<file path="src/rtl/discriminator_dense_layer.sv">
// -----------------------------------------------------------------------------
// discriminator_dense_layer
//
// Fully-connected layer for a small GAN discriminator. One multiply-accumulate
// is done per clock: every output neuron walks through its N_IN weights, then
// spends one extra cycle adding its bias, rounding, saturating and optionally
// applying ReLU. Weights and biases live in a small parameter memory that the
// host writes while the layer is idle.
//
// Ports
//   clk             : single clock, rising edge
//   rst_n           : asynchronous active-low reset
//   start           : request one inference (honoured only in IDLE)
//   flat_input_flat : N_IN signed inputs, element i at [(i+1)*DATA_W-1 -: DATA_W]
//   w_we            : parameter-memory write strobe (ignored while busy)
//   w_addr          : parameter address, weight i of neuron j at j*(N_IN+1)+i,
//                     bias of neuron j at j*(N_IN+1)+N_IN
//   w_data          : weight or bias value
//   busy            : high while an inference is in flight
//   score_flat      : N_OUT signed scores, neuron j at [(j+1)*DATA_W-1 -: DATA_W]
//   decision_flat   : bit j set when score j > THRESH (signed)
//   done            : one-cycle completion pulse
//
// ACC_W is assumed to be wider than the 2*DATA_W product.
// -----------------------------------------------------------------------------
module discriminator_dense_layer #(
   parameter int N_IN     = 32,
   parameter int N_OUT    = 1,
   parameter int DATA_W   = 16,
   parameter int FRAC     = 8,
   parameter int ACC_W    = 40,
   parameter int ACT_MODE = 0,
   parameter logic signed [DATA_W-1:0] THRESH = '0
) (
   input  logic                                clk,
   input  logic                                rst_n,
   input  logic                                start,
   input  logic [DATA_W*N_IN-1:0]              flat_input_flat,
   input  logic                                w_we,
   input  logic [$clog2(N_OUT*(N_IN+1))-1:0]   w_addr,
   input  logic [DATA_W-1:0]                   w_data,
   output logic                                busy,
   output logic [DATA_W*N_OUT-1:0]             score_flat,
   output logic [N_OUT-1:0]                    decision_flat,
   output logic                                done
);

   localparam int N_PARAM = N_OUT * (N_IN + 1);
   localparam int AW      = $clog2(N_PARAM);
   localparam int IW      = (N_IN > 1) ? $clog2(N_IN) : 1;
   localparam int JW      = (N_OUT > 1) ? $clog2(N_OUT) : 1;
   localparam int RND_SH  = (FRAC > 0) ? FRAC - 1 : 0;

   localparam logic [AW:0]    PARAM_LIM = (AW+1)'(N_PARAM);
   localparam logic [IW-1:0]  IN_LAST   = IW'(N_IN - 1);
   localparam logic [JW-1:0]  OUT_LAST  = JW'(N_OUT - 1);

   // Rounding constant is half an LSB of the output format, or nothing when
   // there are no fractional bits to drop.
   localparam logic signed [ACC_W:0] ROUND_C =
      (FRAC > 0) ? ({{ACC_W{1'b0}}, 1'b1} << RND_SH) : '0;

   // Saturation bounds of the DATA_W result, expressed in the wide domain.
   localparam logic signed [ACC_W:0] SAT_MAX =
      {{(ACC_W+2-DATA_W){1'b0}}, {(DATA_W-1){1'b1}}};
   localparam logic signed [ACC_W:0] SAT_MIN =
      {{(ACC_W+2-DATA_W){1'b1}}, {(DATA_W-1){1'b0}}};

   typedef enum logic [1:0] {
      IDLE,
      MAC,
      WRITE,
      DONE
   } state_t;

   state_t                    state_q;
   logic [IW-1:0]             inIdx_q;
   logic [JW-1:0]             neuronIdx_q;
   logic [AW-1:0]             paramAddr_q;
   logic signed [ACC_W-1:0]   acc_q;
   logic signed [DATA_W-1:0]  x_q [N_IN];
   logic signed [DATA_W-1:0]  score_q [N_OUT];
   logic [N_OUT-1:0]          decision_q;
   logic                      busy_q;
   logic                      done_q;

   logic signed [DATA_W-1:0]  paramMem [N_PARAM];

   logic signed [DATA_W-1:0]   xSel;
   logic signed [DATA_W-1:0]   wSel;
   logic signed [2*DATA_W-1:0] prod;
   logic signed [ACC_W-1:0]    prodExt;
   logic signed [ACC_W:0]      biased;
   logic signed [ACC_W:0]      shifted;
   logic signed [DATA_W-1:0]   result_d;
   logic                       decision_d;

   // Parameter memory. It is deliberately left out of reset so that a reset in
   // the middle of a run does not force the host to reload every weight.
   // Writes are only taken while the layer is not busy, so a running inference
   // always sees a consistent set of parameters.
   always_ff @(posedge clk) begin
      if (w_we && !busy_q && ({1'b0, w_addr} < PARAM_LIM)) begin
         paramMem[w_addr] <= w_data;
      end
   end

   // Datapath shared by the MAC and WRITE states. In MAC the memory word is a
   // weight; in WRITE the address counter has reached the bias, so the same
   // read port feeds the bias into the rounding adder.
   always_comb begin
      xSel       = x_q[inIdx_q];
      wSel       = paramMem[paramAddr_q];
      prod       = xSel * wSel;
      prodExt    = {{(ACC_W-2*DATA_W){prod[2*DATA_W-1]}}, prod};
      biased     = {acc_q[ACC_W-1], acc_q}
                 + ({{(ACC_W+1-DATA_W){wSel[DATA_W-1]}}, wSel} <<< FRAC)
                 + ROUND_C;
      shifted    = biased >>> FRAC;
      result_d   = shifted[DATA_W-1:0];
      if (shifted > SAT_MAX) begin
         result_d = SAT_MAX[DATA_W-1:0];
      end else if (shifted < SAT_MIN) begin
         result_d = SAT_MIN[DATA_W-1:0];
      end
      if ((ACT_MODE == 1) && result_d[DATA_W-1]) begin
         result_d = '0;
      end
      decision_d = (result_d > THRESH);
   end

   // Sequencer: IDLE waits for start, MAC steps through one weight per edge,
   // WRITE commits a neuron and moves on, DONE raises the completion pulse for
   // a single cycle. The parameter address runs linearly alongside the input
   // and neuron counters so no multiplier is needed to form it.
   always_ff @(posedge clk or negedge rst_n) begin
      if (!rst_n) begin
         state_q     <= IDLE;
         inIdx_q     <= '0;
         neuronIdx_q <= '0;
         paramAddr_q <= '0;
         acc_q       <= '0;
         busy_q      <= 1'b0;
         done_q      <= 1'b0;
         decision_q  <= '0;
         for (int i = 0; i < N_IN; i++) begin
            x_q[i] <= '0;
         end
         for (int j = 0; j < N_OUT; j++) begin
            score_q[j] <= '0;
         end
      end else begin
         done_q <= 1'b0;
         case (state_q)
            IDLE: begin
               if (start) begin
                  for (int i = 0; i < N_IN; i++) begin
                     x_q[i] <= flat_input_flat[i*DATA_W +: DATA_W];
                  end
                  acc_q       <= '0;
                  inIdx_q     <= '0;
                  neuronIdx_q <= '0;
                  paramAddr_q <= '0;
                  busy_q      <= 1'b1;
                  state_q     <= MAC;
               end
            end
            MAC: begin
               acc_q       <= acc_q + prodExt;
               paramAddr_q <= paramAddr_q + AW'(1);
               if (inIdx_q == IN_LAST) begin
                  inIdx_q <= '0;
                  state_q <= WRITE;
               end else begin
                  inIdx_q <= inIdx_q + IW'(1);
               end
            end
            WRITE: begin
               score_q[neuronIdx_q]    <= result_d;
               decision_q[neuronIdx_q] <= decision_d;
               acc_q                   <= '0;
               if (neuronIdx_q == OUT_LAST) begin
                  paramAddr_q <= '0;
                  neuronIdx_q <= '0;
                  busy_q      <= 1'b0;
                  done_q      <= 1'b1;
                  state_q     <= DONE;
               end else begin
                  paramAddr_q <= paramAddr_q + AW'(1);
                  neuronIdx_q <= neuronIdx_q + JW'(1);
                  state_q     <= MAC;
               end
            end
            DONE: begin
               state_q <= IDLE;
            end
            default: begin
               state_q <= IDLE;
            end
         endcase
      end
   end

   for (genvar j = 0; j < N_OUT; j++) begin : g_score
      assign score_flat[(j+1)*DATA_W-1 -: DATA_W] = score_q[j];
   end

   assign decision_flat = decision_q;
   assign busy          = busy_q;
   assign done          = done_q;

endmodule

</file>
<file path="config.mk">
export PLATFORM = sky130hd
export DESIGN_NAME = discriminator_dense_layer
export DESIGN_NICKNAME = d
export VERILOG_FILES = /design/src/rtl/discriminator_dense_layer.sv
export SDC_FILE = /design/constraint.sdc
export NUM_CORES = 2
export LEC_CHECK = 0
export CAP_MARGIN = 20
export CORE_ASPECT_RATIO = 0.75
export CORE_MARGIN = 2
export CORE_UTILIZATION = 35
export CTS_BUF_LIST = sky130_fd_sc_hd__clkbuf_8 sky130_fd_sc_hd__clkbuf_16
export CTS_CLUSTER_SIZE = 40
export DETAILED_ROUTE_END_ITERATION = 10
export GPL_TIMING_DRIVEN = 0
export HOLD_SLACK_MARGIN = 0.08
export PLACE_DENSITY = 0.65
export SYNTH_ARGS = -nofsm -noshare
export SYNTH_HDL_FRONTEND = slang
export SYNTH_SLANG_ARGS = --single-unit
</file>
<file path="constraint.sdc">
create_clock -name clk -period 19.6 [get_ports clk]
set_input_delay 3.92 -clock clk [delete_from_list [all_inputs] [get_ports clk]]
set_output_delay 3.92 -clock clk [all_outputs]
set_load 0.005 [all_outputs]
</file>
== Word level (Yosys, flattened, before mapping) ==
Memory sizes are Yosys's and may differ from the RTL's.
Index checks and enable logic that the tools add are counted.
W data, S select, Z words.
Operators by class
  add/sub/neg operators: 6
  $mul: 1
  order comparisons: 7
  eq/ne operators: 7
  muxes and demuxes: 31
  bitwise operators: 1
  reductions and logical operators: 14
Operators with widths (count)
  $pmux W40 S3: 1
  $bmux W16 S5: 1
  $mux W16: 5
  $add A40 B24 Y41: 1
  $add A41 B8 Y41 const B: 1
  $add A40 B32 Y40: 1
  $mux W40: 1
  $gt A33 B16 Y1 const B: 1
  $lt A33 B16 Y1 const B: 1
  $mul A16 B16 Y32: 1
  $pmux W6 S3: 1
  $bwmux W16: 1
  $gt A16 B1 Y1 const B: 1
  $mux W6: 2
  $mux W5: 2
  $pmux W5 S2: 1
  $reduce_and A2 Y1: 5
  $mux W1: 9
  $pmux W2 S4: 1
  $add A6 B1 Y6 const B: 1
  $ge A6 B6 Y1 const B: 1
  $lt A6 B6 Y1 const B: 1
  $mux W2: 3
  $ne A2 B2 Y1 const B: 3
  16 further kinds: 21
Storage, ports and cells
  flip-flop bits (word level): 585
  RAM bits: 528
  input port bits: 538
  output and inout port bits: 19
  word-level logic and storage cells: 109
  memories: 1
Memory list
  paramMem: depth 33, bits a word 16, rd ports 1, clocked after memory_dff 0, write ports 1, line 87  | logic signed [DATA_W-1:0] paramMem [N_PARAM];

== Longest topological paths before layout ==
An unclocked memory read counts as a cell.
  word-level depth: 8
  depth in mapped cells: 36
  gate-level depth less buffers: 31

== Worst setup path before layout ==
Ideal clock, no wire load.
  path kind: register to register
  from: register paramAddr_q[0]
  to: register acc_q[39]
  setup time: 0.133 ns
  data arrival time: 7.759 ns
  required time: 19.467 ns
  path slack: 11.708 ns
  stages on the path, launching flop included: 34
  path buffers: 4
  period minus slack after synthesis: 7.892 ns
  path through: dfrtp_1 -> buf_4 -> buf_4 -> buf_2 -> mux4_2 -> o22ai_1 -> a21oi_1 -> a21oi_1 -> nor2_1 -> a21oi_1 -> or2_2 -> inv_1 -> fa_1 -> fa_1 -> inv_1 -> fa_1 -> inv_1 -> fa_1 -> fa_1 -> inv_1 -> fa_1 -> inv_1 -> ha_1 -> clkbuf_1 -> o21a_1 -> o211a_1 -> nand3_1 -> a31oi_1 -> nor2_1 -> o211a_1 -> nor3_1 -> a311oi_1 -> xnor2_1 -> o21ai_0
On the way
  cells in the longest elaborated chain, start to end: 4
RTL lines
  start: declaration: line 79  | logic [AW-1:0] paramAddr_q;
  start signal: assignment: line 170  | paramAddr_q <= paramAddr_q + AW'(1);
  start signal: assignment: line 189  | paramAddr_q <= paramAddr_q + AW'(1);
  $mem_v2 Z33 W16
  $mul A16 B16 Y32: line 114  | prod = xSel * wSel;
  $add A40 B32 Y40: line 169  | acc_q <= acc_q + prodExt;
  $pmux W40 S3: line 154  | case (state_q)
  end signal: assignment: line 169
  end: declaration: line 80  | logic signed [ACC_W-1:0] acc_q;
Every way passes these cells.
A chain may end at the register's enable or synchronous reset.

== Worst setup path after layout ==
  from: register inIdx_q[1]
  to: register acc_q[39]
On the way
  cells in the longest elaborated chain, start to end: 7
RTL lines
  start: declaration: line 77  | logic [IW-1:0] inIdx_q;
  start signal: assignment: line 175  | inIdx_q <= inIdx_q + IW'(1);
  $not A5 Y6 (implied by the code): line 112  | xSel = x_q[inIdx_q];
  $bmux W16 S5: line 112
  $mux W16 (implied by the code) (2 in series): line 112
  $mul A16 B16 Y32: line 114
  $add A40 B32 Y40: line 169
  $pmux W40 S3: line 154
Every way passes these cells. The select of a mux whose other input is x is not followed.

==> impl_metrics.json <==
{
  "portBuffers": 556,
  "grt_max_degree": 119,
  "critical_path_arrival_ns": 11.63,
  "ys_warn_count": 0,
  "synthMuxAreaShare_pct": 20.3,
  "start_util_pct": 35.2,
  "vias_per_cell": 5.36,
  "critPathMaxStageDelay_ns": 0.78,
  "clkSlewWorstSetupHoldPaths_ns": 0.07,
  "syn_inst": 4287,
  "grtUsageMet1_pct": 30.9,
  "die_height_um": 365,
  "worstSetupPathType": "reg2reg",
  "status": "finished clean",
  "area_growth_syn_to_layout_pct": 22.7,
  "synth_edf_count": 528,
  "cts_resized": 0,
  "cap_violations": 0,
  "setup_viol": 0,
  "yosys.area_share.simple_pct": 4.87,
  "drive_gt1_share_pct": 24.7,
  "yosysUniqueCellTypes": 85,
  "drc": 0,
  "clk_latency_ns": 0.77,
  "cts_max_level": 3,
  "synth_compound_area_share_pct": 5.28,
  "ios": 557,
  "vias": 39900,
  "grt.busiest_layer": "met2",
  "critPathRequiredTime_ns": 20.22,
  "relSlewSlack_pct": 19.1,
  "cts_tree": "done",
  "numCtsBuffers": 116,
  "worstSetupStartpointType": "flip-flop",
  "synthFlopType": "dfrtp_1",
  "design.die.area_sq_mm": 0.177,
  "post-route-period-util_pct": 56.2,
  "setup_ws_ns": 8.58,
  "cpMostUsedCell": "fa_1",
  "num_rows": 132,
  "firstDrtPassIters": 8,
  "grt_pass1_wl_mm": 291,
  "post_cts_buffers": 0,
  "ys_ff_latch": 1112,
  "rsz0062_at_grt": "no",
  "worstSetupEndpointType": "flip-flop",
  "finalClockSkew_ns": 0.0460,
  "synth_adder_area_share_pct": 14.1,
  "slew_viol_final": 0,
  "use_met2_pct": 36.0,
  "synth.most_common_cell": "dfrtp_1",
  "synth_area_leaders": "edfxtp_1, dfrtp_1, fa_1, mux2_2, mux4_2",
  "track_usage_pct": 22.8,
  "ys_seq_area_share_pct": 50.1,
  "antenna_found_initial": 91,
  "synth_top_area_share_pct": 26.1,
  "fin_crit_ns": 11.02,
  "ant_nets": 0,
  "dp_hpwl_mm": 158,
  "clockBufferDepth": 3,
  "slowest_stage": "clkbuf_1",
  "cts.sinks": 1112,
  "place_ws_ns": 8.72,
  "use_met3_pct": 6.09,
  "place_congestion": 0.900,
  "num-nets-final": 6056,
  "die_x_um": 485,
  "syn_nets": 5310,
  "hold_class": "reg2reg",
  "ctsHoldBuffers": 0,
  "first_global_vias": 40500,
  "synth_top_family_by_area": "multiplexers",
  "first_iter_violations": 3655,
  "routed_wl_mm": 204,
  "holdPathStages": 2,
  "avgRoutedWirePerCell_um": 27.4,
  "syn_area_sq_mm": 0.0608,
  "grt-ovfl-total": 0,
  "worst-path-max-fanout": 10,
  "fmax_mhz": 90.8,
  "core_sq_mm": 0.173,
  "avgSynthCellArea_sq_um": 14.2,
  "hold_violations": 0,
  "root_buffer": "clkbuf_16",
  "yosys.area.top_type": "edfxtp_1",
  "worst_pin_slew_ns": 1.21,
  "synth_xor_area_share_pct": 0.963,
  "synth-async-reset-ratio_pct": 52.5,
  "reg2reg_depth": 30,
  "synth_common_cells": "dfrtp_1, edfxtp_1, mux2_2, inv_1, fa_1"
}
==> per-stage QoR <==
step	hold slack [ns]	std cells	util, %	setup TNS (ns)	instance area (sq um)
finish	0.473	7442	43.2	0	74600
detailed placement	0.463	7170	40.6	0	70100
floorplan	0.445	4287	-	0	60800
global placement	0.459	7121	40.1	-7610.33	69200
CTS	0.480	7388	43.0	0	74100
global route	0.503	7434	43.2	0	74600
==> cell type report <==
cell class / count / area [sq um]
clock buffer: 124 / 3020
inverter: 440 / 1650
antenna: 31 / 77.6
fill: 15500 / 98000
timing repair buffer: 628 / 6800
clock inverter: 94 / 971
multi-input combinational: 2519 / 27700
tap: 2278 / 2850
sequential: 1112 / 30500
buffer: 216 / 1060
==> per-layer routing <==
metal / vias to the layer above / part of all wire, %
li1: 16900 / -
met1: 20900 / 42
met2: 1580 / 46
met3: 352 / 8.8
met4: 86 / 2.7
met5: - / 0.26
==> flip-flops by register name, summed over array words and instances (netlist names) <==
name           count
paramMem         528
x_q              512
acc_q             40
score_flat        16
paramAddr_q        6
inIdx_q            5
state_q            2
busy               1
decision_flat      1
done               1
==> critical path: cells and delay by family (launching register included) <==
kind                     cells  cell delay, ns
adder cells (fa/ha/maj)      7            3.34
flip-flops                   1            0.52
AND/OR/NAND/NOR              5            1.22
buffers and inverters        9            2.42
multiplexers                 3            1.86
AO/OA/AOI/OAI                5            1.24
XOR/XNOR                     1            0.20
==> layout by cell type (no fill, tap or decap), types with 20 or more instances in the layout <==
cell,Yosys,final
edfxtp_1,528,528
buf_8,0,45
a211oi_1,23,23
clkbuf_16,0,119
clkbuf_1,126,124
ha_1,154,154
nor2_2,0,32
mux4_2,224,224
o21ai_0,79,79
o221ai_1,65,65
a21o_1,33,33
clkdlybuf4s50_1,0,555
a21oi_1,127,127
mux2_2,513,513
buf_2,36,36
nor2b_1,21,21
nor2_1,202,170
o22ai_1,33,33
fa_1,331,331
dfrtp_1,584,584
inv_1,440,458
buf_4,29,37
or2_2,129,129
xnor2_1,45,45
diode_2,0,31
mux2i_1,141,141
nand2_1,152,152
xor2_1,20,20
==> path summary, 6_finish.rpt <==
kind	start	slack [ns]	to
max in group asynchronous	rst_n	14.40	x_q[35]
worst min-delay path	acc_q[2]	0.47	acc_q[2]
min in group asynchronous	rst_n	3.16	acc_q[2]
worst min register to register	acc_q[2]	0.47	acc_q[2]
worst max register to register	inIdx_q[1]	8.58	acc_q[39]
worst max-delay path	inIdx_q[1]	8.58	acc_q[39]
==> cell families after synthesis <==
logic type / after synthesis
fa+ha+maj: 485
xor+xnor: 66
mux: 884
compound gates: 474
simple gates: 610
flops: 1112
buf+inv: 656
Power is not shown: default switching activity piles up to over one toggle a cycle in this logic, so the estimate is an artifact.
